<file path="src/rtl/jive_uart_arb.sv">
`timescale 1ns/1ps
// jive_uart_arb: round-robin arbiter sharing one jive UART slave port between two masters.
// The grant is locked until the slave acknowledges; a per-access watchdog ends silent accesses.
module jive_uart_arb #(
   parameter int TIMEOUT = 4095
) (
   input  logic        clk,
   input  logic        rst,
   input  logic        m0_csel,
   input  logic        m0_rden,
   input  logic        m0_wren,
   input  logic [3:0]  m0_bena,
   input  logic [31:0] m0_wdata,
   output logic [31:0] m0_rdata,
   output logic        m0_dtack,
   output logic        m0_tmo,
   input  logic        m1_csel,
   input  logic        m1_rden,
   input  logic        m1_wren,
   input  logic [3:0]  m1_bena,
   input  logic [31:0] m1_wdata,
   output logic [31:0] m1_rdata,
   output logic        m1_dtack,
   output logic        m1_tmo,
   output logic        s_csel,
   output logic        s_rden,
   output logic        s_wren,
   output logic [3:0]  s_bena,
   output logic [31:0] s_wdata,
   input  logic [31:0] s_rdata,
   input  logic        s_dtack
);

   localparam logic [11:0] TMO_LIM = 12'(TIMEOUT);

   typedef enum logic [1:0] {
      ST_IDLE = 2'd0,
      ST_BUSY = 2'd1,
      ST_HOLD = 2'd2
   } state_t;

   state_t      state_r;
   logic        grant_r;
   logic        last_r;
   logic [11:0] cnt_r;

   logic        req0_s;
   logic        req1_s;
   logic        win_s;
   logic        g_csel_s;
   logic        g_rden_s;
   logic        g_wren_s;
   logic [3:0]  g_bena_s;
   logic [31:0] g_wdata_s;
   logic        req_g_s;
   logic        busy_s;
   logic        ack_s;
   logic        abort_s;
   logic        tmo_s;

   assign req0_s  = m0_csel & (m0_rden | m0_wren);
   assign req1_s  = m1_csel & (m1_rden | m1_wren);
   assign req_g_s = g_csel_s & (g_rden_s | g_wren_s);
   assign busy_s  = (state_r == ST_BUSY);
   assign ack_s   = busy_s & s_dtack;
   assign abort_s = busy_s & ~s_dtack & ~req_g_s;
   // A zero limit disables the watchdog; the acknowledge always beats expiry.
   assign tmo_s   = busy_s & ~s_dtack & req_g_s & (TMO_LIM != 12'd0) & (cnt_r == 12'd0);

   // Arbitration winner: a tie goes to the master not served last.
   always_comb begin
      win_s = 1'b0;
      if (req0_s && req1_s) begin
         win_s = ~last_r;
      end else if (req1_s) begin
         win_s = 1'b1;
      end else begin
         win_s = 1'b0;
      end
   end

   // Granted master's request fields.
   always_comb begin
      g_csel_s  = 1'b0;
      g_rden_s  = 1'b0;
      g_wren_s  = 1'b0;
      g_bena_s  = 4'h0;
      g_wdata_s = 32'h0;
      if (grant_r) begin
         g_csel_s  = m1_csel;
         g_rden_s  = m1_rden;
         g_wren_s  = m1_wren;
         g_bena_s  = m1_bena;
         g_wdata_s = m1_wdata;
      end else begin
         g_csel_s  = m0_csel;
         g_rden_s  = m0_rden;
         g_wren_s  = m0_wren;
         g_bena_s  = m0_bena;
         g_wdata_s = m0_wdata;
      end
   end

   // Arbitration FSM with grant lock and watchdog countdown.
   always_ff @(posedge clk or posedge rst) begin
      if (rst) begin
         state_r <= ST_IDLE;
         grant_r <= 1'b0;
         last_r  <= 1'b1;
         cnt_r   <= TMO_LIM;
      end else begin
         case (state_r)
            ST_IDLE: begin
               if (req0_s || req1_s) begin
                  grant_r <= win_s;
                  cnt_r   <= TMO_LIM;
                  state_r <= ST_BUSY;
               end
            end
            ST_BUSY: begin
               if (ack_s) begin
                  last_r  <= grant_r;
                  state_r <= ST_HOLD;
               end else if (abort_s) begin
                  last_r  <= grant_r;
                  state_r <= ST_IDLE;
               end else if (tmo_s) begin
                  last_r  <= grant_r;
                  state_r <= ST_HOLD;
               end else if (cnt_r != 12'd0) begin
                  cnt_r <= cnt_r - 12'd1;
               end
            end
            ST_HOLD: begin
               if (!g_csel_s) begin
                  state_r <= ST_IDLE;
               end
            end
            default: begin
               state_r <= ST_IDLE;
            end
         endcase
      end
   end

   // Slave-side copy and master-side acknowledge forwarding, only while BUSY.
   always_comb begin
      s_csel   = 1'b0;
      s_rden   = 1'b0;
      s_wren   = 1'b0;
      s_bena   = 4'h0;
      s_wdata  = 32'h0;
      m0_rdata = 32'h0;
      m0_dtack = 1'b0;
      m0_tmo   = 1'b0;
      m1_rdata = 32'h0;
      m1_dtack = 1'b0;
      m1_tmo   = 1'b0;
      if (busy_s) begin
         s_csel  = g_csel_s;
         s_rden  = g_rden_s;
         s_wren  = g_wren_s;
         s_bena  = g_bena_s;
         s_wdata = g_wdata_s;
         if (grant_r) begin
            m1_dtack = ack_s | tmo_s;
            m1_tmo   = tmo_s;
            m1_rdata = ack_s ? s_rdata : 32'h0;
         end else begin
            m0_dtack = ack_s | tmo_s;
            m0_tmo   = tmo_s;
            m0_rdata = ack_s ? s_rdata : 32'h0;
         end
      end else begin
         s_csel = 1'b0;
      end
   end

endmodule
</file>
<file path="config.mk">
export PLATFORM = sky130hd
export DESIGN_NAME = jive_uart_arb
export DESIGN_NICKNAME = d
export VERILOG_FILES = /design/src/rtl/jive_uart_arb.sv
export SDC_FILE = /design/constraint.sdc
export NUM_CORES = 1
export LEC_CHECK = 0
export ABC_CLOCK_PERIOD_IN_PS = 2200
export CORE_ASPECT_RATIO = 0.5
export CORE_UTILIZATION = 29
export CTS_CLUSTER_SIZE = 24
export DETAILED_ROUTE_END_ITERATION = 7
export HOLD_SLACK_MARGIN = 0.15
export PLACE_DENSITY = 0.83
export SETUP_SLACK_MARGIN = 0.1
export SLEW_MARGIN = 20
export SYNTH_ARGS = -nofsm -noshare
export SYNTH_HDL_FRONTEND = slang
export SYNTH_SLANG_ARGS = --single-unit
</file>
<file path="constraint.sdc">
create_clock -name clk -period 2.2 [get_ports clk]
set_input_delay 0.44 -clock clk [delete_from_list [all_inputs] [get_ports clk]]
set_output_delay 0.44 -clock clk [all_outputs]
set_load 0.03 [all_outputs]
</file>
After elaboration in Yosys (flattened, before gate mapping)
Index checks and enable logic that the tools add are counted.
Storage, ports and cells
  flip-flop bits (word level): 16
  input port bits: 113
  output and inout bits: 107
  word-level logic and storage cells: 80
Operators by class
  $add $sub $neg: 1
  eq/ne operators: 9
  muxes and demuxes: 40
  bitwise operators: 15
  reductions and logical operators: 11
Operator list (number)
  two-way mux 32 bit: 7
  two-way mux 12 bit: 5
  case mux 12 bit (2 select lines): 1
  two-way mux 1 bit: 19
  logical NOT 12 bit: 1
  nonzero test 12 bit: 1
  subtractor 12 x 1 -> 12 bit, second input constant: 1
  two-way mux 2 bit: 5
  inequality test 2 bit, second input constant: 5
  AND 1 bit: 8
  two-way mux 4 bit: 2
  case mux 2 bit (3 select lines): 1
  AND reduction 6 bit: 1
  inequality test 4 x 1 -> 1 bit, second input constant: 1
  OR 1 bit: 4
  AND reduction 2 bit: 2
  inverter 1 bit: 3
  AND reduction 3 bit: 1
  nonzero test 3 bit: 1
  == test 2 x 1 -> 1 bit, second input constant: 1
  == test 2 bit, second input constant: 1
  logical NOT 2 bit: 1
  inequality test 2 x 1 -> 1 bit, second input constant: 1
  nonzero test 2 bit: 1
  other kinds (2): 2

Depth between registers and ports, before layout
Gate-level depths: netlist of run 1.
  word-level depth: 9
  mapped depth: 8
  gate-level depth less buffers: 6

Worst setup path after synthesis of run 1
No wires, ideal clock.
  path type: reg-to-output
  start: register cnt_r[7]
  end: output m0_tmo
  data arrival time: 1.861 ns
  required time: 1.760 ns
  path slack: -0.101 ns
  cell stages (with the launch flop): 6
  path buffers: 1
  cell sequence: dfstp_2 > nor4_2 > and4_1 > buf_6 > nand4b_1 > nor3_1
On the way
  word-level cells in the longest chain between the ends: 4
Ends and longest elaborated chain
  from (decl): RTL line 45  | logic [11:0] cnt_r;
  from (signal assigned): RTL line 131  | cnt_r <= cnt_r - 12'd1;
  logical NOT 12 bit: RTL line 68  | assign tmo_s = busy_s & ~s_dtack & req_g_s & (TMO_LIM != 12'd0) & (cnt_r == 12'd0);
  AND 1 bit: RTL line 68
  two-way mux 1 bit: RTL line 165  | if (grant_r) begin
  two-way mux 1 bit: RTL line 159  | if (busy_s) begin
  to (decl): RTL line 16  | output logic m0_tmo,
Every way passes these cells.

Worst setup path after layout of run 1
  start: register grant_r
  end: output m0_rdata[28]
On the way
  word-level cells in the longest chain between the ends: 2
Ends and longest elaborated chain
  from (decl): RTL line 43  | logic grant_r;
  from (signal assigned): RTL line 115  | grant_r <= win_s;
  two-way mux 32 bit: RTL line 165
  two-way mux 32 bit: RTL line 159
  to (decl): RTL line 14  | output logic [31:0] m0_rdata,
Every way passes these cells.

==> metrics.txt, run 1 <==
Seq/Total Area, Yosys between 20% and 30%; cell taking the most area after synthesis and2_1; Power Total 5.09 mW; # rows 21; core footprint 6700 µm²; Max-cap violations 0; Worst-path clk slew approximately 50 ps; Relative slew margins ~56%; gpl congestion slightly above 0.9; Synth async-reset ratio between 90% and 100%; area share of the largest cell type after synthesis between 10% and 20%; kind of critical path flip-flop to output port; Worst Path Required about 1800 ps; worst r2r dst cnt_r[7]; Worst Setup EP m0_rdata[28]; DR iter-0 viols ~200; final setup violation count 54; vias in the first global route ~2500; largest net degree at the start of global routing 39; Sink Count 16; io pins 220; detailed-route wire length per cell 21.3 µm; area grow syn2layout 160%; via count between 3000 and 4000; FF-to-FF setup slack approximately 70 ps; power per standard cell area slightly below 1000 nW/µm²; buffers added on ports approximately 220; Leak ~2.4 nW; global-route wire length before repair roughly 13000 µm; CTS Buffer Depth 2; CTS root buf clkbuf_16; Routed Antenna Nets 0; Final period util 104%; Die Wd approximately 120 µm; worst slew pin tran approximately 660 ps; R2R depth 5; setup slack at placement -25.9 ps; Post-Route WL 13100 µm; crit end category output port; failing checks setup timing; min-delay worst type flip-flop to flip-flop; full die area roughly 7300 µm²; mapped cell area roughly 2000 µm²; top cells by area, synth and2_1, mux2i_1, dfstp_2; Die Height slightly above 60 µm; area of the multi-input gates between 1500 and 2000 µm²; clk_skew roughly 4.5 ps; ant diodes 0; GRT Resource Usage Total 23.9%; total grt overflow 0; WP data arrival between 1500 and 2000 ps; startpoint type of the worst setup path flip-flop; Mean Syn Cell Area 7.62 µm²; Final HPWL DP 7800 µm; Seq cells post-synth 16; Final Cell Area roughly 5200 µm²; DRC viols 0; post-synth cell types 44; starting density of the core between 30% and 40%; Placed Area 4250 µm²; hold path depth 1; VDD IR max ~0.54 mV; Mapped Nets 380; register area ~420 µm²; nets approximately 640; Crit Reg-Reg Startpoint cnt_r[0]; Gate Count Post-Synth between 200 and 300; fraction of layout cells with a size suffix above 1 50.0%; drt pass-1 iters 5; outcome finished with violations; count leader, synth and2_1; antenna violations before repair 0; DR vias/cell ~5.3; TritonCTS clock tree yes; htree depth 1; most frequent cells after synthesis and2_1, nor2_1, mux2i_1; Max Transition Viols Final 0; Worst-Skew Late Latency 250 ps; filler instances 400; setup slack after layout -90.8 ps; Main synth FF type dfstp_2; Worst Path Max Fanout 8; number of synthesized flops with an enable pin 0; Crit. Startpoint grant_r; Period minus WS final 2290 ps; fmax about 440 MHz; TritonCTS Buffers 3; Yosys warning count 0; Core Util, Final approximately four fifths; RSZ-0062 raised after global routing true; Final Hold Viols 0
-- cell type report --
class | instances | area share, %
Tap cell | 92 | 2.20
Timing Repair Buffer | 272 | 53.0
Inverter | 4 | 0.286
Sequential cell | 16 | 7.97
Clock buffer | 4 | 1.69
Multi-Input combinational cell | 226 | 34.9
-- flip-flops by register name (all words and copies together) (netlist names) --
register	cells
last_r	1
state_r	2
grant_r	1
cnt_r	12
-- layer usage --
layer	wire length (µm)	GRT usage [%]	vias up
li1	-	-	1422
met1	4650	28.7	1539
met2	6600	42.9	231
met3	1090	4.79	74
met4	762	10.5	0
met5	0	0	-
-- placed cells by master, fill, tap and decap left out, types with 2 or more instances in the layout --
cell	netlist	routed
nand2_1	9	9
nor2_1	52	50
inv_2	1	3
and2_1	64	5
mux2i_1	40	31
a211oi_1	3	3
clkdlybuf4s15_1	0	4
buf_4	1	67
a31oi_1	5	4
and2_4	0	59
and3_1	3	2
dlygate4sd2_1	0	7
mux2i_4	0	6
nor3_2	1	3
dfstp_2	13	13
buf_12	0	8
xnor2_1	2	2
a21oi_1	7	6
nor4_1	5	5
dlymetal6s2s_1	0	4
nor2_4	0	2
clkbuf_16	0	6
dfrtp_1	3	2
o21ai_1	4	4
buf_6	2	73
clkdlybuf4s50_1	0	105
a211o_1	2	2
nand2b_4	1	2
nor3_4	1	2
nor3_1	6	3
mux2i_2	0	3
-- stage by stage --
step,TNS [ps],hold slack [ps],std cells
floorplan,0,344,265
global placement,-0.0593,513,581
detailed placement,-34.3,516,581
CTS,0,541,595
global route,-3750,569,614
finish,-1810,579,614
-- where the power goes --
part	leakage [nW]	switching, mW	internal (mW)
Combinational	2.22	2.27	2.00
Sequential	0.173	0.0425	0.369
Clock	0.0442	0.127	0.277
-- worst min path at each step --
stage / from / end / slack (ps)
4_1_cts: cnt_r[1] / cnt_r[1] / 540
3_5_place_dp: cnt_r[1] / cnt_r[1] / 520
3_3_place_gp: cnt_r[1] / cnt_r[1] / 510
6_report: cnt_r[2] / cnt_r[2] / 580
5_1_grt: cnt_r[6] / cnt_r[6] / 570
2_1_floorplan: rst / grant_r / 340
-- timing repair --
item                                    CTS  global route
setup buffers                            10            14
gates cloned                              0             5
gates resized for setup                  21           167
hold buffers                              0             0
endpoints found under the setup margin   76            68
pin swaps                                 5            37
-- worst max-delay path: stages, from the launching register on --
cell and delay (ps):
dfrtp_2 420, buf_8 140, buf_12 120, nor3b_4 380, clkbuf_16 240, and2_1 150
buf_6 140
-- kinds of logic after synthesis --
kind of cell,count (synthesis),share of synthesized area (%)
xor+xnor,2,0.868
fa+ha+maj,2,1.24
flops,16,20.6
simple gates,154,42.1
mux,41,20.4
compound gates,27,9.30
buf+inv,23,5.46
No activity file was read; power rests on OpenSTA's default activity.
==> run 2, diff against run 1 <==
--- a/config.mk
+++ b/config.mk
@@ -10,6 +10,7 @@
 export CORE_UTILIZATION = 29
 export CTS_CLUSTER_SIZE = 24
 export DETAILED_ROUTE_END_ITERATION = 7
+export GPL_TIMING_DRIVEN = 0
 export HOLD_SLACK_MARGIN = 0.15
 export PLACE_DENSITY = 0.83
 export SETUP_SLACK_MARGIN = 0.1
==> run 2 against run 1 <==
Against the previous run: the flow still finishes with violations (setup timing); worst setup slack got worse by 110 ps; non-clock buffer count decreased by 9; core utilization decreased by 3.3 points; design area decreased by 4.3%; cell count decreased by 1.5%; wire length decreased by 9.4%; combinational power decreased by 11%; sequential share of layout area increased by 0.38 points.
==> metrics.txt, run 2 (synthesis results as in run 1) <==
outcome finished with violations; failing checks setup timing; RSZ-0062 raised after global routing true; filler instances 418 (+4.5%); GRT Resource Usage Total 26.0% (+2.1 points); Core Util, Final 74.9% (-3.3 points); area grow syn2layout 149%; gpl congestion 0.909 (-2.9%); Placed Area 4340 µm² (+1.9%); Final period util 109% (+4.8 points); total grt overflow 0 (unchanged); Slowest-stage cell, CP clkdlybuf4s50_1; DR iter-0 viols 187 (-6.0%); Final Hold Viols 0 (unchanged); fraction of layout cells with a size suffix above 1 48.3% (-1.7 points); WP data arrival 1960 ps (+110 ps); most frequent cells in the layout clkdlybuf4s50_1, buf_6, and2_4; DRC viols 0 (unchanged); final setup violation count 6 (-89%); ant diodes 0 (unchanged); Leak 2.32 nW (-4.5%); Worst-Skew Late Latency 250 ps (about the same); CTS root buf clkbuf_16; kind of critical path primary input to output port; antenna violations before repair 0 (unchanged); Buf+Inv Stages, Crit Path 2 (-2); setup slack after layout -197 ps (-106 ps); power per standard cell area 922 nW/µm² (-5.0%); register bank with the most flops cnt_r; buffers added on ports 219 (unchanged); via count 3065 (-6.2%); htree depth 1 (unchanged); Final Cell Area 5020 µm² (-4.3%); commonest non-fill, non-tap cell in the layout clkdlybuf4s50_1; clk_skew 3.73 ps (-0.738 ps); setup slack at placement -1040 ps (-1010 ps); worst slew pin tran 831 ps (+174 ps); full die area 7320 µm² (unchanged); CP max stage delay 530 ps (+110 ps); Period minus WS final 2400 ps (+106 ps); CP top delay family buffers and inverters; TritonCTS Buffers 3 (unchanged); VDD IR max 0.527 mV (-1.9%); Die Wd 120 µm (unchanged); startpoint type of the worst setup path primary input; Worst-path clk slew 50 ps (about the same); Worst Path Required 1760 ps (about the same); Largest register FFs 12 (unchanged); fin cells 605 (-1.5%); crit path cell chain clkdlybuf4s50_1, nor2_1, a21oi_2, nand4b_1, nor2_1, buf_4; io pins 220 (unchanged); DR vias/cell 5.07 (-4.8%); drt pass-1 iters 5 (unchanged); Die Height 61.0 µm (unchanged); Inst Count DP 576 (-0.86%); fmax 417 MHz (-4.4%); Critical Path Most Common Cell nor2_1; vias in the first global route 2519 (+1.4%); Sink Count 16 (unchanged); Post-Route WL 11900 µm (-9.4%); starting density of the core 30.1% (unchanged); Routed Antenna Nets 0 (unchanged); # rows 21 (unchanged); detailed-route wire length per cell 19.6 µm (-8.0%); Max-cap violations 0 (unchanged); Relative slew margins 44.3% (-12 points); TritonCTS clock tree yes; global-route wire length before repair 14200 µm (+8.0%); nets 629 (-1.4%); CTS Buffer Depth 2 (unchanged); core footprint 6700 µm² (unchanged); setup_tns -341 ps (+1470 ps); crit end category output port; largest net degree at the start of global routing 17 (-56%); Final HPWL DP 7960 µm (+2.1%); min-delay worst type flip-flop to flip-flop; Worst Path Max Fanout 3 (-5); Max Transition Viols Final 0 (unchanged); Regs by FF count cnt_r x12, state_r x2
-- run 2: through the flow --
stage | hold slack [ps] | power [mW]
final | 569 | 4.63
after global routing | 579 | 4.83
after CTS | 518 | 4.22
after detailed placement | 512 | 3.61
after global placement | 512 | 3.60
after floorplan | 344 | 2.34
-- run 2: path summary, 6_finish.rpt --
check / startpoint / end / slack (ps) / cells after the start
setup reg to reg: cnt_r[1] / cnt_r[7] / 110 / 8
max in group asynchronous: rst / grant_r / 1190 / 2
hold / removal: cnt_r[5] / cnt_r[5] / 570 / 2
setup / recovery: m1_rden / m1_tmo / -200 / 6
min in group asynchronous: rst / state_r[1] / 580 / 2
hold reg to reg: cnt_r[5] / cnt_r[5] / 570 / 2
-- run 2: repair_timing --
action                     CTS  global route
gates cloned                 3             4
resized for setup          560           190
pin swaps                   10             7
setup endpoints to repair  107           111
hold buffers                 0             0
setup buffers               14             6
-- run 2: power breakdown --
part / switching, mW / internal (mW)
logic: 2.12 / 1.68
registers: 0.0574 / 0.371
clock network: 0.120 / 0.277
total: 2.30 / 2.33
-- run 2: layout make-up --
type	count	area [µm²]	share of cell area [%]
repair buffers	245	2420	48.2
multi-input cells	226	1750	34.9
flip-flops and latches	16	419	8.35
plain buffers	18	208	4.14
well taps	92	115	2.29
clock buffers	4	88.8	1.77
inverters	4	15.0	0.299
-- run 2: routing by layer --
| layer | up-vias | track usage (%) | wire length [µm] |
|---|---|---|---|
| li1 | 1403 | - | - |
| met1 | 1446 | 32.7 | 4600 |
| met2 | 172 | 47.0 | 6090 |
| met3 | 44 | 4.14 | 704 |
| met4 | 0 | 8.39 | 485 |
| met5 | - | 0 | 0 |
-- run 2: worst reg2reg max path: cells and delay by family, from the launching register on --
family / cells / cell delay (ps)
AO/OA/AOI/OAI: 3 / 760
adder cells (fa/ha/maj): 1 / 160
buffers and inverters: 3 / 350
AND/OR/NAND/NOR: 1 / 190
flip-flops: 1 / 560
==> run 3, diff against run 2 <==
--- a/config.mk
+++ b/config.mk
@@ -6,13 +6,14 @@
 export NUM_CORES = 1
 export LEC_CHECK = 0
 export ABC_CLOCK_PERIOD_IN_PS = 2200
-export CORE_ASPECT_RATIO = 0.5
-export CORE_UTILIZATION = 29
+export CORE_AREA = 2 2 86 88
 export CTS_CLUSTER_SIZE = 24
 export DETAILED_ROUTE_END_ITERATION = 7
+export DIE_AREA = 0 0 88 90
+export DONT_BUFFER_PORTS = 1
 export GPL_TIMING_DRIVEN = 0
 export HOLD_SLACK_MARGIN = 0.15
-export PLACE_DENSITY = 0.83
+export RECOVER_POWER = 100
 export SETUP_SLACK_MARGIN = 0.1
 export SLEW_MARGIN = 20
 export SYNTH_ARGS = -nofsm -noshare
==> run 3 against run 2 <==
Against the previous run: clock power down 40%; critical path type is now flip-flop to output port; wire length down 33%; largest power group unchanged; the flow still finishes with violations (setup timing); clock skew about the same; sequential cell count unchanged.
==> metrics.txt, run 3 (synthesis results as in run 1) <==
Post-CTS Hold Buffers 0 (unchanged); power per standard cell area 1270 nW/µm² (+37%); failing checks setup timing; Die Wd 88 µm (-27%); buffers added on ports 0 (-100%); RSZ-0062 raised after global routing true; Inst Count DP 364 (-37%); total grt overflow 0 (unchanged); area grow syn2layout 51.6%; Die Height 90 µm (+48%); setup_tns -255 ps (+85.4 ps); DR iter-0 viols 24 (-87%); VDD IR max 0.936 mV (+78%); Leak 1.25 nW (-46%); DRC viols 0 (unchanged); CTS Buffer Depth 2 (unchanged); commonest non-fill, non-tap cell in the layout and2_4; Worst-Skew Late Latency 260 ps (about the same); largest net degree at the start of global routing 17 (unchanged); ant diodes 0 (unchanged); Relative slew margins 57.6% (+13 points); nets 412 (-34%); FF-to-FF setup slack 90 ps (-20 ps); TritonCTS Buffers 3 (unchanged); worst r2r dst cnt_r[11]; core footprint 7020 µm² (+4.8%); Max Transition Viols Final 0 (unchanged); Period minus WS final 2320 ps (-78.7 ps); outcome finished with violations; DR vias/cell 5.40 (+6.6%); detailed-route wire length per cell 20.0 µm (+1.9%); setup slack after layout -118 ps (+78.7 ps); Crit Reg-Reg Startpoint cnt_r[0]; register bank with the most flops cnt_r; clk_skew 4.23 ps (+0.491 ps); WP data arrival 1880 ps (-80 ps); Routed Antenna Nets 0 (unchanged); vias in the first global route 2088 (-17%); most frequent cells in the layout and2_4, mux2i_1, nor2_2; crit end category output port; Final Hold Viols 0 (unchanged); fmax 431 MHz (+3.4%); # rows 31 (+48%); Final period util 105% (-3.6 points); final setup violation count 3 (-3); io pins 220 (unchanged); Worst Path Max Fanout 3 (unchanged); setup slack at placement -370 ps (+665 ps); min-delay worst type primary input to asynchronous set/reset pin; Regs by FF count cnt_r x12, state_r x2; Worst-path clk slew 70 ps (+20 ps); Largest register FFs 12 (unchanged); Final HPWL DP 5650 µm (-29%); global-route wire length before repair 10900 µm (-23%); gpl congestion 0.808 (-11%); Max-cap violations 0 (unchanged); worst slew pin tran 632 ps (-199 ps); kind of critical path flip-flop to output port; via count 2133 (-30%); filler instances 653 (+56%); Worst Path Required 1760 ps (about the same); Sink Count 16 (unchanged); antenna violations before repair 0 (unchanged); fin cells 395 (-35%); startpoint type of the worst setup path flip-flop; Post-Route WL 7900 µm (-33%); drt pass-1 iters 5 (unchanged); R2R depth 11 (+3); starting density of the core 28.7% (-1.4 points); GRT Resource Usage Total 17.7% (-8.3 points); CTS root buf clkbuf_8; htree depth 1 (unchanged); fraction of layout cells with a size suffix above 1 67.9% (+20 points); TritonCTS clock tree yes; full die area 7920 µm² (+8.2%)
run 3: changes by cell type in the layout (fill, tap and decap cells not counted), moves of 7 or more:
| cell | delta |
|---|---|
| mux2i_2 | +11 |
| buf_6 | -57 |
| clkdlybuf4s50_1 | -108 |
| nor2_4 | +18 |
| nor2_2 | +22 |
| clkbuf_2 | -20 |
| clkdlybuf4s15_2 | -10 |
| mux2i_1 | -11 |
| clkbuf_8 | +7 |
| nor2_1 | -40 |
run 3: critical path: stages, from the launching register on:
cell      delay [ps]
dfstp_2          380
nor4_4           300
and4_1           250
buf_6            110
nand4b_1         120
buf_4            170
nor3_4           310
run 3: cell type report:
cell class | instances | area [µm²] | share of cell area (%)
Sequential cell | 16 | 419 | 13.7
Multi-Input combinational cell | 226 | 1990 | 65.1
Clock buffer | 4 | 45.0 | 1.47
Buffer | 18 | 195 | 6.38
Inverter | 4 | 22.5 | 0.736
Tap cell | 99 | 124 | 4.05
Timing Repair Buffer | 28 | 262 | 8.55
run 3: power breakdown:
part | total (mW) | switching (mW) | internal [mW]
registers | 0.431 | 0.0609 | 0.370
clock network | 0.238 | 0.109 | 0.129
logic | 3.21 | 2.06 | 1.15
run 3: repair_timing:
item / 4_1_cts / 5_1_grt
buffers inserted: 9 / 15
cloned: 3 / 1
endpoints found under the setup margin: 106 / 103
pin swaps: 51 / 16
gates resized for setup: 234 / 38
run 3: metrics by stage:
stage / area, µm² / hold WS, ps / total power [mW] / util [%]
after floorplan: 2030 / 344 / 2.34 / -
after global placement: 2150 / 430 / 2.62 / 30.7
after detailed placement: 2150 / 437 / 2.64 / 30.7
after CTS: 2820 / 164 / 3.57 / 40.1
after global routing: 3060 / 189 / 4.07 / 43.6
final: 3060 / 140 / 3.88 / 43.6
run 3: worst max-delay path by stage:
stage	from	to	cells after the start
final	cnt_r[4]	m0_tmo	6
after global routing	cnt_r[4]	m0_tmo	6
after CTS	cnt_r[4]	m0_tmo	5
after detailed placement	state_r[1]	m0_rdata[25]	5
after global placement	state_r[1]	m0_rdata[10]	5
after floorplan	cnt_r[7]	m1_tmo	5
run 3: metal layers:
metal  routed length [µm]  up-vias  track usage (%)
met5                    0        -                0
met4                  109        0             3.33
met3                  621       11             2.66
met2                 4380      150             34.5
met1                 2790     1002             19.6
li1                     -      970                -
